==> src/rtl/bus_router.sv <==
// bus_router: memory-map router from the 8-bit core bus to N target regions with wait states, external ready and timeout
module bus_router #(
    parameter int N = 3,
    parameter int AW = 20,
    parameter int DW = 8,
    parameter logic [N*AW-1:0] REGION_BASE = {20'hF0000, 20'hB8000, 20'h00000},
    parameter logic [N*AW-1:0] REGION_MASK = {20'hFE000, 20'hFE000, 20'hC0000},
    parameter logic [N*4-1:0] REGION_WAIT = {4'd0, 4'd0, 4'd0},
    parameter logic [N-1:0] REGION_EXT = 3'b000,
    parameter int TIMEOUT = 255
) (
    input  logic clock,
    input  logic reset,
    input  logic [AW-1:0] address,
    input  logic [DW-1:0] data,
    input  logic req,
    input  logic wreq,
    output logic [DW-1:0] bus,
    output logic ready,
    output logic [N-1:0] region_sel,
    output logic [N-1:0] region_we,
    output logic [AW-1:0] region_addr,
    output logic [DW-1:0] region_data,
    input  logic [N*DW-1:0] region_q,
    input  logic [N-1:0] region_ready,
    output logic err,
    output logic [AW-1:0] err_addr
);
    localparam int IW = N > 1 ? $clog2(N) : 1;
    typedef enum logic [1:0] {IDLE, BUSY, DONE} state_t;
    state_t state, state_nx;
    logic hit, hit_l, we_l, fin, tmo;
    logic [IW-1:0] hit_idx, idx;
    logic [3:0] wait_cnt;
    logic [7:0] to_cnt;
    // lowest matching region index wins, decoded from the live address
    always_comb begin
        hit = 1'b0;
        hit_idx = '0;
        for (int i = N - 1; i >= 0; i--)
            if ((address & REGION_MASK[i*AW +: AW]) == REGION_BASE[i*AW +: AW]) begin
                hit = 1'b1;
                hit_idx = IW'(i);
            end
    end
    // next state and state-derived strobes; completion beats timeout in the same cycle
    always_comb begin
        fin = wait_cnt == 4'd0 && (!REGION_EXT[idx] || region_ready[idx]);
        tmo = wait_cnt == 4'd0 && !fin && to_cnt == 8'(TIMEOUT);
        state_nx = state == IDLE ? (req ? (hit ? BUSY : DONE) : IDLE)
                 : state == BUSY ? (fin || tmo ? DONE : BUSY)
                 : IDLE;
        ready = state == DONE;
        region_sel = state != IDLE && hit_l ? N'(1) << idx : '0;
        region_we = state == BUSY && to_cnt == 8'd0 && we_l ? N'(1) << idx : '0;
    end
    // state register
    always_ff @(posedge clock) begin
        if (reset) state <= IDLE;
        else state <= state_nx;
    end
    // transaction latches, wait/timeout counters, read data and sticky error
    always_ff @(posedge clock) begin
        if (reset) begin
            bus <= '1;
            region_addr <= '0;
            region_data <= '0;
            err <= 1'b0;
            err_addr <= '0;
            hit_l <= 1'b0;
            we_l <= 1'b0;
            idx <= '0;
            wait_cnt <= '0;
            to_cnt <= '0;
        end else if (state == IDLE && req) begin
            region_addr <= address;
            region_data <= data;
            we_l <= wreq;
            idx <= hit_idx;
            hit_l <= hit;
            wait_cnt <= hit ? REGION_WAIT[int'(hit_idx)*4 +: 4] : 4'd0;
            to_cnt <= '0;
            if (!hit) bus <= '1;
        end else if (state == BUSY) begin
            to_cnt <= to_cnt + 8'd1;
            if (wait_cnt != 4'd0) wait_cnt <= wait_cnt - 4'd1;
            else if (fin) begin
                if (!we_l) bus <= region_q[int'(idx)*DW +: DW];
            end else if (tmo) begin
                bus <= '1;
                if (!err) begin
                    err <= 1'b1;
                    err_addr <= region_addr;
                end
            end
        end
    end
endmodule

==> config.mk <==
export PLATFORM = sky130hd
export DESIGN_NAME = bus_router
export DESIGN_NICKNAME = d
export VERILOG_FILES = /design/src/rtl/bus_router.sv
export SDC_FILE = /design/constraint.sdc
export NUM_CORES = 1
export LEC_CHECK = 0
export ABC_AREA = 1
export BUFFER_PORTS_ARGS = -buffer_cell sky130_fd_sc_hd__buf_2
export CORE_MARGIN = 2
export CORE_UTILIZATION = 40
export DETAILED_ROUTE_END_ITERATION = 16
export PLACE_DENSITY = 0.71
export SETUP_SLACK_MARGIN = 0.15
export SLEW_MARGIN = 15
export SYNTH_ARGS = -nofsm -noshare
export SYNTH_HDL_FRONTEND = slang
export SYNTH_SLANG_ARGS = --single-unit
==> constraint.sdc <==
create_clock -name clock -period 1.7 [get_ports clock]
set_input_delay 0.34 -clock clock [delete_from_list [all_inputs] [get_ports clock]]
set_output_delay 0.34 -clock clock [all_outputs]
set_load 0.01 [all_outputs]
* Word level (Yosys, flattened, before mapping) *
Cells that the tools add are included.
Widths: inputs -> output; s select.

cells by class
  add/sub/neg operators = 2
  divide/modulo/power cells = 0
  reduce and logical (&&, ||, !) cells = 25
  equal/unequal tests = 8
  multiply operators = 0
  multiplexer cells = 28
  bitwise gates (word level) = 4
  order comparisons = 1
  shift operators = 3

operator list
  operator                 number
  $mux 8                   7
  $shiftx 24x6->8          1
  $logic_not 20->1         1
  $mux 2                   8
  $mux 4                   4
  $eq 7x7->1 const B       2
  $shiftx 12x5->4 const A  1
  $reduce_and 5->1         2
  $add 8x1->8 const B      1
  $eq 8x8->1 const B       1
  $logic_not 8->1          1
  $logic_and 1x1->1        7
  $mux 3                   2
  $reduce_and 6->1         1
  $reduce_bool 2->1        3
  $mux 1                   5
  $bmux 1 s2               2
  $logic_not 4->1          1
  $ne 2x2->1 const B       2
  $not 1->1                4
  $reduce_bool 4->1        1
  $sub 4x1->4 const B      1
  $lt 2x3->1 const B       1
  $ne 3x2->1 const B       1
  9 further kinds          11

storage, ports and cells
  memories = 0
  bits in writable memories = 0
  bits of input ports = 59
  flip-flop bits (word level) = 75
  output and inout bits = 64
  bits in latches = 0
  word-level logic and storage cells = 82
  ROM bits = 0

* Logic depth before layout (Yosys ltp) *
Gate-level depths: netlist of the first run.

  depth in word-level cells = 13
  depth in mapped cells = 9
  depth with buffers taken out = 9

* Worst setup path before layout of the first run *
Ideal clock, no wire load.

  kind = reg2out
  from = register idx[1]
  to = output port region_sel[2]
  required time = 1.360 ns
  setup slack = 0.276 ns
  arrival = 1.084 ns
  cell stages (with the launch flop) = 5
  cells stage by stage = dfxtp_1 > inv_1 > nor2_1 > inv_1 > nor3_1

between the ends
  word-level cells in the longest chain between the ends = 2

RTL lines
  what                      RTL line  source
  start: declaration        33        logic [IW-1:0] hit_idx, idx;
  start signal: assignment  79        idx <= hit_idx;
  $shl 1x2->3               54        region_sel = state != IDLE && hit_l ? N'(1) << idx : '0;
  $mux 3                    54
  end: declaration          20        output logic [N-1:0] region_sel,

No other way between the ends.

* Final worst setup path of the first run *
  from = register to_cnt[0]
  to = output port region_we[2]

between the ends
  word-level cells in the longest chain between the ends = 4

RTL lines
  what                            RTL line  source
  start: declaration              35        logic [7:0] to_cnt;
  start signal: assignment        85        to_cnt <= to_cnt + 8'd1;
  $logic_not 8->1                 55        region_we = state == BUSY && to_cnt == 8'd0 && we_l ? N'(1) << idx : '0;
  $logic_and 1x1->1 (2 in a row)  55
  $mux 3                          55
  end: declaration                21        output logic [N-1:0] region_we,

No other way between the ends.

==> impl_metrics.yaml, run 1 <==
critical_path:
  crit_type: "reg2out"
  reg2reg_from: "wait_cnt[0]"
  startpoint_type: "register"
  required_ps: 1360
  crit_fanout: 3
  r2r-end: "bus[0]"
  endpoint_kind: "output pin"
  reg2reg_depth: 9
  reg2reg_slack_ps: 250
  cp.arrival_ps: 1410
placement:
  dpl.cell_count: 532
  place_congestion: 0.836
  port-buffer-count: 98
  postPlaceCellArea_sq_um: 3060
  pre_cts_ws_ps: 160
  dpl.hpwl_um: 4640
sta:
  final.setup.worst_slack_ps: -52.0
  fin_crit_ps: 1750
  layout_worst_path_cycle_share_pct: 103
  final.setup_skew_ps: 6.74
  tns_ps: -111
  rsz0062_at_grt: "true"
  final_max_slew_viol_count: 0
  hold_viol_final: 0
  final-setup-viol-count: 3
  timing.hold.ws_ps: 251
  fmax_mhz: 571
routing:
  routed_wl_um: 6180
  vias_per_cell: 4.68
  ant_nets: 0
  post_drt_wl_per_cell_um: 11.3
  vias: 2554
  dr.pass1.iters: 4
  first_iter_violations: 55
  route.detailed.drc: 0
synthesis:
  synth_ff_type: "dfxtp_1"
  synth_area_sq_um: 2550
  async_flop_share_pct: 0
  synth_top_area_share_pct: 42.4
  ys_top_cells_by_count: "82 x nand2_1, 61 x nor2_1, 54 x dfxtp_1"
  synth-seq-area-share_pct: 42.4
  synth.distinct_cells: 28
  yosys.area_share.simple_pct: 32.7
  muxShareOfSynthArea_pct: 0
  synthXorXnorAreaFrac_pct: 0
  synth_edf_count: 0
  yosysTopAreaCell: "dfxtp_1"
  synth-seq-cells: 54
  synth_top_family_by_area: "simple AND/OR/NAND/NOR gates"
  synth_compound_area_share_pct: 10.3
  yosys_warnings: 0
  avgSynthCellArea_sq_um: 7.07
  synth.most_common_cell: "nand2_1"
  synth-adder-area-share_pct: 1.96
  synth_area_leaders: "dfxtp_1 42%, nand2_1 12%, nor2_1 9.0%"
  syn-instance-count: 361
final_layout:
  final_area_sq_um: 3290
  antenna_cells: 0
  nNetsFinal: 531
  drive_above_1_share_pct: 32.2
  final_util_pct: 52.5
  layoutNonFillerInstCount: 546
  area_growth_pct: 29.0
floorplan:
  pin_count: 123
  coreArea_sq_um: 6280
  die_h_um: 83.9
  start_util_pct: 40.7
  num_rows: 29
  die_x_um: 83.9
  dieArea_sq_um: 7040
power_and_ir_drop:
  p_total_mw: 2.68
  ir_drop_uv: 549
  powerDensity_nw_per_um2: 813
  power.leakage_nw: 1.61
global_route:
  grt_max_degree: 26
  antenna_found_initial: 0
  grt_pass1_vias: 2334
  grt_pass1_wl_um: 10400
  overflow: 0
  track_usage_pct: 17.8
min_path:
  hold_depth: 2
  min_path_type: "in2reg"
  hold_path_startpoint: "reset"
  min_to: "state[1]"
cts:
  cts.reportedPaths.clkPinSlew_ps: 100
  cts_tree: "done"
  cts_root_buf: "clkbuf_8"
  htreeDepth: 2
  clockBufferDepth: 2
  clock-sinks: 54
  clk_latency_ps: 310
  cts_buffers: 5
  cts_hold_buf: 0
run:
  cap_violations: 0
outcome:
  violations: "negative setup slack"
  outcome: "finished with violations"
==> per-layer routing <==
metal | wire length, um | global-route usage [%]
met1 | 2710 | 21.8
met2 | 2770 | 29.5
met3 | 668 | 7.02
met4 | 36 | 3.96
met5 | 0 | 0
==> placed cells by master, fill, tap and decap left out, types with 5 or more instances in the layout <==
master    instances
nand2_1          80
inv_1            22
dfxtp_1          47
nor3_1            5
inv_2             5
dfxtp_2           6
buf_4            11
nor2_1           59
a21oi_1          12
nand3_1          23
nand3b_1          6
o21ai_0          32
buf_2            98
clkbuf_8          6
conb_1           21
==> report_power, final <==
group          switching, mW  internal (mW)  total, mW
logic                  0.301          0.213      0.514
clock network          0.425          0.338      0.763
registers             0.0474           1.35       1.40
==> flip-flops by register name, indices dropped and copies added, names as in the netlist <==
name,cells
we_l,1
to_cnt,8
state,2
hit_l,1
wait_cnt,4
idx,2
bus,8
region_addr,20
region_data,8
==> worst max-delay path by stage <==
stage,start,endpoint,slack (ps),cells after the start
after floorplan,idx[1],region_sel[2],280,4
after global placement,to_cnt[0],region_we[0],210,7
after detailed placement,wait_cnt[0],bus[5],160,9
after CTS,to_cnt[0],region_we[2],-90,7
after global routing,to_cnt[0],region_we[2],-160,7
final,to_cnt[0],region_we[2],-50,7
==> cells by family (layout without fill, tap and decap cells) <==
family          count (synthesis)  after routing
fa+ha+maj                       4              4
simple gates                  193            193
buf+inv                        60            148
compound gates                 49             49
flops                          54             54
other cells                     1             21
==> critical path, cell delays in order, from the launching register on <==
cell and delay, ps:
dfxtp_2 340, inv_2 70, ha_4 140, nand2_2 60, nor3_4 120, nand3_2 120
nor2_1 120, buf_2 130
==> what timing repair did <==
action / in CTS / in global routing
setup endpoints to repair: 6 / 16
resized for setup: 10 / 21
pin swaps: 3 / 2
buffers inserted: 5 / 1
==> area by class of cell <==
cell class                 instances  area (sq um)
clock buffer                       7          86.3
clock inverter                     1          8.76
fill                             616          2980
inverter                          29           111
multi-input combinational        267          1300
sequential                        54          1090
tap                               77          96.3
timing repair buffer             111           596
Note: power is estimated with default switching activity, not from simulation.
==> run 2, diff against run 1 <==
- ABC_AREA: 1 -> unset
==> impl_metrics.yaml, run 2 <==
global_route:
  grt_pass1_vias: 2237
  grt_max_degree: 22
  track_usage_pct: 18.8
  overflow: 0
  antenna_found_initial: 0
  grt_pass1_wl_um: 9950
sta:
  final_max_slew_viol_count: 0
  layout_worst_path_cycle_share_pct: 108
  tns_ps: -1240
  hold_viol_final: 0
  final-setup-viol-count: 11
  fmax_mhz: 544
  fin_crit_ps: 1840
  final.setup.worst_slack_ps: -137
  rsz0062_at_grt: "true"
  final.setup_skew_ps: 12.5
  slew_headroom_pct: 39.8
  tightest_slew_ps: 899
cts:
  clk_latency_ps: 310
  cts_tree: "done"
  cts_root_buf: "clkbuf_8"
  cts_buffers: 5
  clock-sinks: 54
  htreeDepth: 2
  cts_hold_buf: 0
  clockBufferDepth: 2
  cts.reportedPaths.clkPinSlew_ps: 110
final_layout:
  top_register: "region_addr"
  final_util_pct: 58.8
  largest_reg_flops: 20
  fillers: 570
  layoutNonFillerInstCount: 496
  area_growth_pct: 42.1
  nNetsFinal: 483
  final_common_cell: "buf_2"
  drive_above_1_share_pct: 40.6
  final_cell_mix: "98 x buf_2, 66 x nand2_1, 46 x dfxtp_1, 43 x a21oi_1, 33 x nor2_1"
  antenna_cells: 0
synthesis:
  synth-seq-cells: 54
  async_flop_share_pct: 0
  synth.distinct_cells: 34
  synth_edf_count: 0
  syn-instance-count: 309
  synth_area_leaders: "dfxtp_1 44%, nand2_1 10%, a21oi_1 8.8%"
  synth_ff_type: "dfxtp_1"
  avgSynthCellArea_sq_um: 7.93
  yosysTopAreaCell: "dfxtp_1"
  synth.most_common_cell: "nand2_1"
  synth_top_area_share_pct: 44.1
  synth_area_sq_um: 2450
  yosys_warnings: 0
  ys_top_cells_by_count: "67 x nand2_1, 54 x dfxtp_1, 43 x a21oi_1"
  synth-seq-area-share_pct: 44.1
floorplan:
  start_util_pct: 41.4
  coreArea_sq_um: 5920
  die_h_um: 82.3
  pin_count: 123
  dieArea_sq_um: 6770
  die_x_um: 82.3
  num_rows: 28
routing:
  ant_nets: 0
  first_iter_violations: 60
  routed_wl_um: 6470
  vias_per_cell: 4.88
  dr.pass1.iters: 4
  post_drt_wl_per_cell_um: 13.0
  route.detailed.drc: 0
  vias: 2422
critical_path:
  crit_fanout: 8
  endpoint_kind: "register"
  startpoint_type: "register"
  required_ps: 1890
  cp.arrival_ps: 2030
  crit_type: "reg2reg"
  max_stage_delay_ps: 390
  crit_path_cell_trace: "inv_2, ha_4, or3b_4, or3_4, buf_12, a2111oi_4, a21oi_1"
  cp_slowest_cell: "or3_4"
  cp_top_family: "simple AND/OR/NAND/NOR gates"
  cp_num_buf_inv: 2
run:
  cap_violations: 0
outcome:
  violations: "negative setup slack"
  outcome: "finished with violations"
power_and_ir_drop:
  ir_drop_uv: 440
  powerDensity_nw_per_um2: 715
  power.leakage_nw: 1.49
  p_total_mw: 2.49
placement:
  port-buffer-count: 98
  dpl.hpwl_um: 4710
  place_congestion: 0.847
  pre_cts_ws_ps: -151
  dpl.cell_count: 483
min_path:
  min_path_type: "in2reg"
run 2: timing repair:
action | 4_1_cts | 5_1_grt
setup buffers | 4 | 1
resized for setup | 16 | 17
pin swaps | 8 | 5
setup endpoints to repair | 14 | 19
run 2: logic make-up after synthesis:
family / synth area share, %
multiplexers: 3.27
other: 0.153
adder cells (fa/ha/maj): 2.04
AND/OR/NAND/NOR: 24.2
AO/OA/AOI/OAI: 13.3
flip-flops: 44.1
buffers and inverters: 9.70
XOR/XNOR: 3.22
run 2: where the power goes:
group	switching (mW)	internal, mW
sequential	0.0297	1.32
clock	0.445	0.298
combinational	0.234	0.166
total	0.709	1.78
run 2: layout make-up:
cell class / instances / area, sq um / area share (%)
Multi-Input combinational cell: 233 / 1460 / 41.9
Sequential cell: 54 / 1100 / 31.5
Timing Repair Buffer: 122 / 719 / 20.7
Tap cell: 75 / 93.8 / 2.70
Clock buffer: 5 / 68.8 / 1.98
Clock inverter: 3 / 25.0 / 0.719
Inverter: 4 / 17.5 / 0.503
run 2: through the flow:
step           hold slack, ps  instance area, sq um
2_1_floorplan             434                  2700
3_3_place_gp              440                  3230
3_5_place_dp              444                  3230
4_1_cts                   244                  3410
5_1_grt                   248                  3480
6_report                  252                  3480
run 2: routing by layer:
layer,vias up,global-route usage (%),share of wire (%)
li1,1205,-,-
met1,1114,23.4,44
met2,96,31.7,46
met3,7,5.33,8.6
met4,0,5.50,1.0
met5,-,0,0
run 2: path summary, 6_finish.rpt:
path,start,endpoint,cells after the start,slack (ps)
hold / removal,data[4],region_data[4],3,250
setup reg to reg,wait_cnt[1],bus[2],7,-140
setup / recovery,wait_cnt[1],bus[2],7,-140
hold reg to reg,region_data[7],region_data[7],2,460
run 2: worst min-delay path, delay by kind of cell:
kind	cells	cell delay, ps
compound gates	1	50
simple gates	1	50
buf+inv	1	90
==> run 3, diff against run 2 <==
- HOLD_SLACK_MARGIN: unset -> 0.03
- TNS_END_PERCENT: unset -> 50
- clock period: 1.7 -> 2.1 ns (I/O delays scaled with it)
==> impl_metrics.yaml, run 3 (synthesized netlist as in run 2, its figures left out) <==
outcome:
  outcome: "completed"
floorplan:
  dieArea_sq_um: 6770
  num_rows: 28
  pin_count: 123
  die_h_um: 82.3
  coreArea_sq_um: 5920
  start_util_pct: 41.4
  die_x_um: 82.3
routing:
  post_drt_wl_per_cell_um: 12.2
  ant_nets: 0
  dr.pass1.iters: 4
  first_iter_violations: 87
  vias_per_cell: 4.78
  route.detailed.drc: 0
  routed_wl_um: 5840
  vias: 2292
sta:
  fmax_mhz: 514
  rsz0062_at_grt: "true"
  layout_worst_path_cycle_share_pct: 92.6
  final_max_slew_viol_count: 0
  tns_ps: 0
  final.setup_skew_ps: 6.64
  tightest_slew_ps: 721
  hold_viol_final: 0
  slew_headroom_pct: 51.9
  fin_crit_ps: 1940
  final-setup-viol-count: 0
  timing.hold.ws_ps: 333
critical_path:
  endpoint_kind: "output pin"
  crit_path_cell_trace: "inv_1, ha_1, nand2_1, nor3_2, nand3_2, nor3_2, buf_2"
  crit_type: "reg2out"
  startpoint_type: "register"
  worst_path_most_repeated_cell: "nor3_2"
  reg2reg_slack_ps: 160
  crit_fanout: 6
  required_ps: 1680
  cp_top_family: "simple AND/OR/NAND/NOR gates"
  cp_num_buf_inv: 2
  cp.arrival_ps: 1520
  max_stage_delay_ps: 360
  cp_slowest_cell: "dfxtp_2"
cts:
  clock-sinks: 54
  clockBufferDepth: 2
  cts_tree: "done"
  htreeDepth: 2
  cts_buffers: 5
  cts.reportedPaths.clkPinSlew_ps: 100
  clk_latency_ps: 310
  cts_setup_buffers: 0
  cts_root_buf: "clkbuf_8"
power_and_ir_drop:
  ir_drop_uv: 377
  p_total_mw: 2.09
  power.leakage_nw: 1.38
  powerDensity_nw_per_um2: 668
final_layout:
  largest_reg_flops: 20
  top_register: "region_addr"
  fillers: 580
  drive_above_1_share_pct: 31.9
  final_common_cell: "buf_2"
  area_growth_pct: 27.5
  nNetsFinal: 466
  final_cell_mix: "98 x buf_2, 67 x nand2_1, 51 x dfxtp_1, 43 x a21oi_1, 34 x nor2_1"
  antenna_cells: 0
placement:
  dpl.hpwl_um: 4330
  port-buffer-count: 98
  place_congestion: 0.768
global_route:
  grt_pass1_vias: 2074
  antenna_found_initial: 0
  overflow: 0
  grt_max_degree: 33
  grt_pass1_wl_um: 8880
  track_usage_pct: 16.8
run:
  cap_violations: 0
min_path:
  min_path_type: "in2reg"
## run 3: changes by cell type in the layout (fill, tap and decap cells not counted), moves of 3 or more
cell	before	now
a2111oi_1	0	4
buf_4	19	7
nand2b_1	1	4
buf_12	3	0
dfxtp_2	6	3
a2111oi_4	8	1
inv_1	0	3
dfxtp_1	46	51
## run 3: repair_timing
item	4_1_cts	5_1_grt
resized for setup	6	14
endpoints found under the setup margin	9	11
hold buffers	0	0
pin swaps	0	2
## run 3: worst paths after layout
check                 startpoint              to  cells past startpoint
hold / removal        address[1]  region_addr[1]                      3
hold reg to reg   region_addr[0]  region_addr[0]                      2
setup reg to reg     wait_cnt[1]          bus[2]                      6
setup / recovery       to_cnt[0]    region_we[0]                      7
## run 3: worst register-to-register path, stage by stage, from the launching register on
cell and delay, ps:
dfxtp_1 330, inv_1 70, ha_1 150, or3b_4 390, or3_4 410, a2111oi_0 400, a21oi_1 80
## run 3: power breakdown
part           total, mW  switching [mW]  internal (mW)
logic              0.282           0.169          0.113
registers           1.09          0.0227           1.07
clock network      0.715           0.352          0.363
## run 3: cell type report
cell class	instances	area, sq um	share of cell area [%]
Clock buffer	5	68.8	2.20
Clock inverter	3	48.8	1.56
Inverter	4	15.0	0.481
Multi-Input combinational cell	233	1270	40.6
Sequential cell	54	1080	34.7
Tap cell	75	93.8	3.00
Timing Repair Buffer	105	543	17.4
## run 3: layer usage
| metal | global-route usage, % | routed length [um] | part of all wire (%) | up-vias |
|---|---|---|---|---|
| met5 | 0 | 0 | 0 | - |
| met4 | 5.50 | 54 | 0.93 | 0 |
| met3 | 3.91 | 492 | 8.4 | 5 |
| met2 | 29.7 | 2740 | 47 | 88 |
| met1 | 19.9 | 2550 | 44 | 1029 |
| li1 | - | - | - | 1170 |
## run 3: metrics by stage
step | area, sq um | utilization [%] | std cells | worst slack [ps]
final | 3120 | 52.7 | 479 | 156
after CTS | 3070 | 51.9 | 479 | 101
after detailed placement | 2940 | 49.6 | 471 | 17.0
after floorplan | 2520 | - | 329 | 213
after global placement | 2940 | 49.6 | 471 | 139
after global routing | 3120 | 52.7 | 479 | 30.5
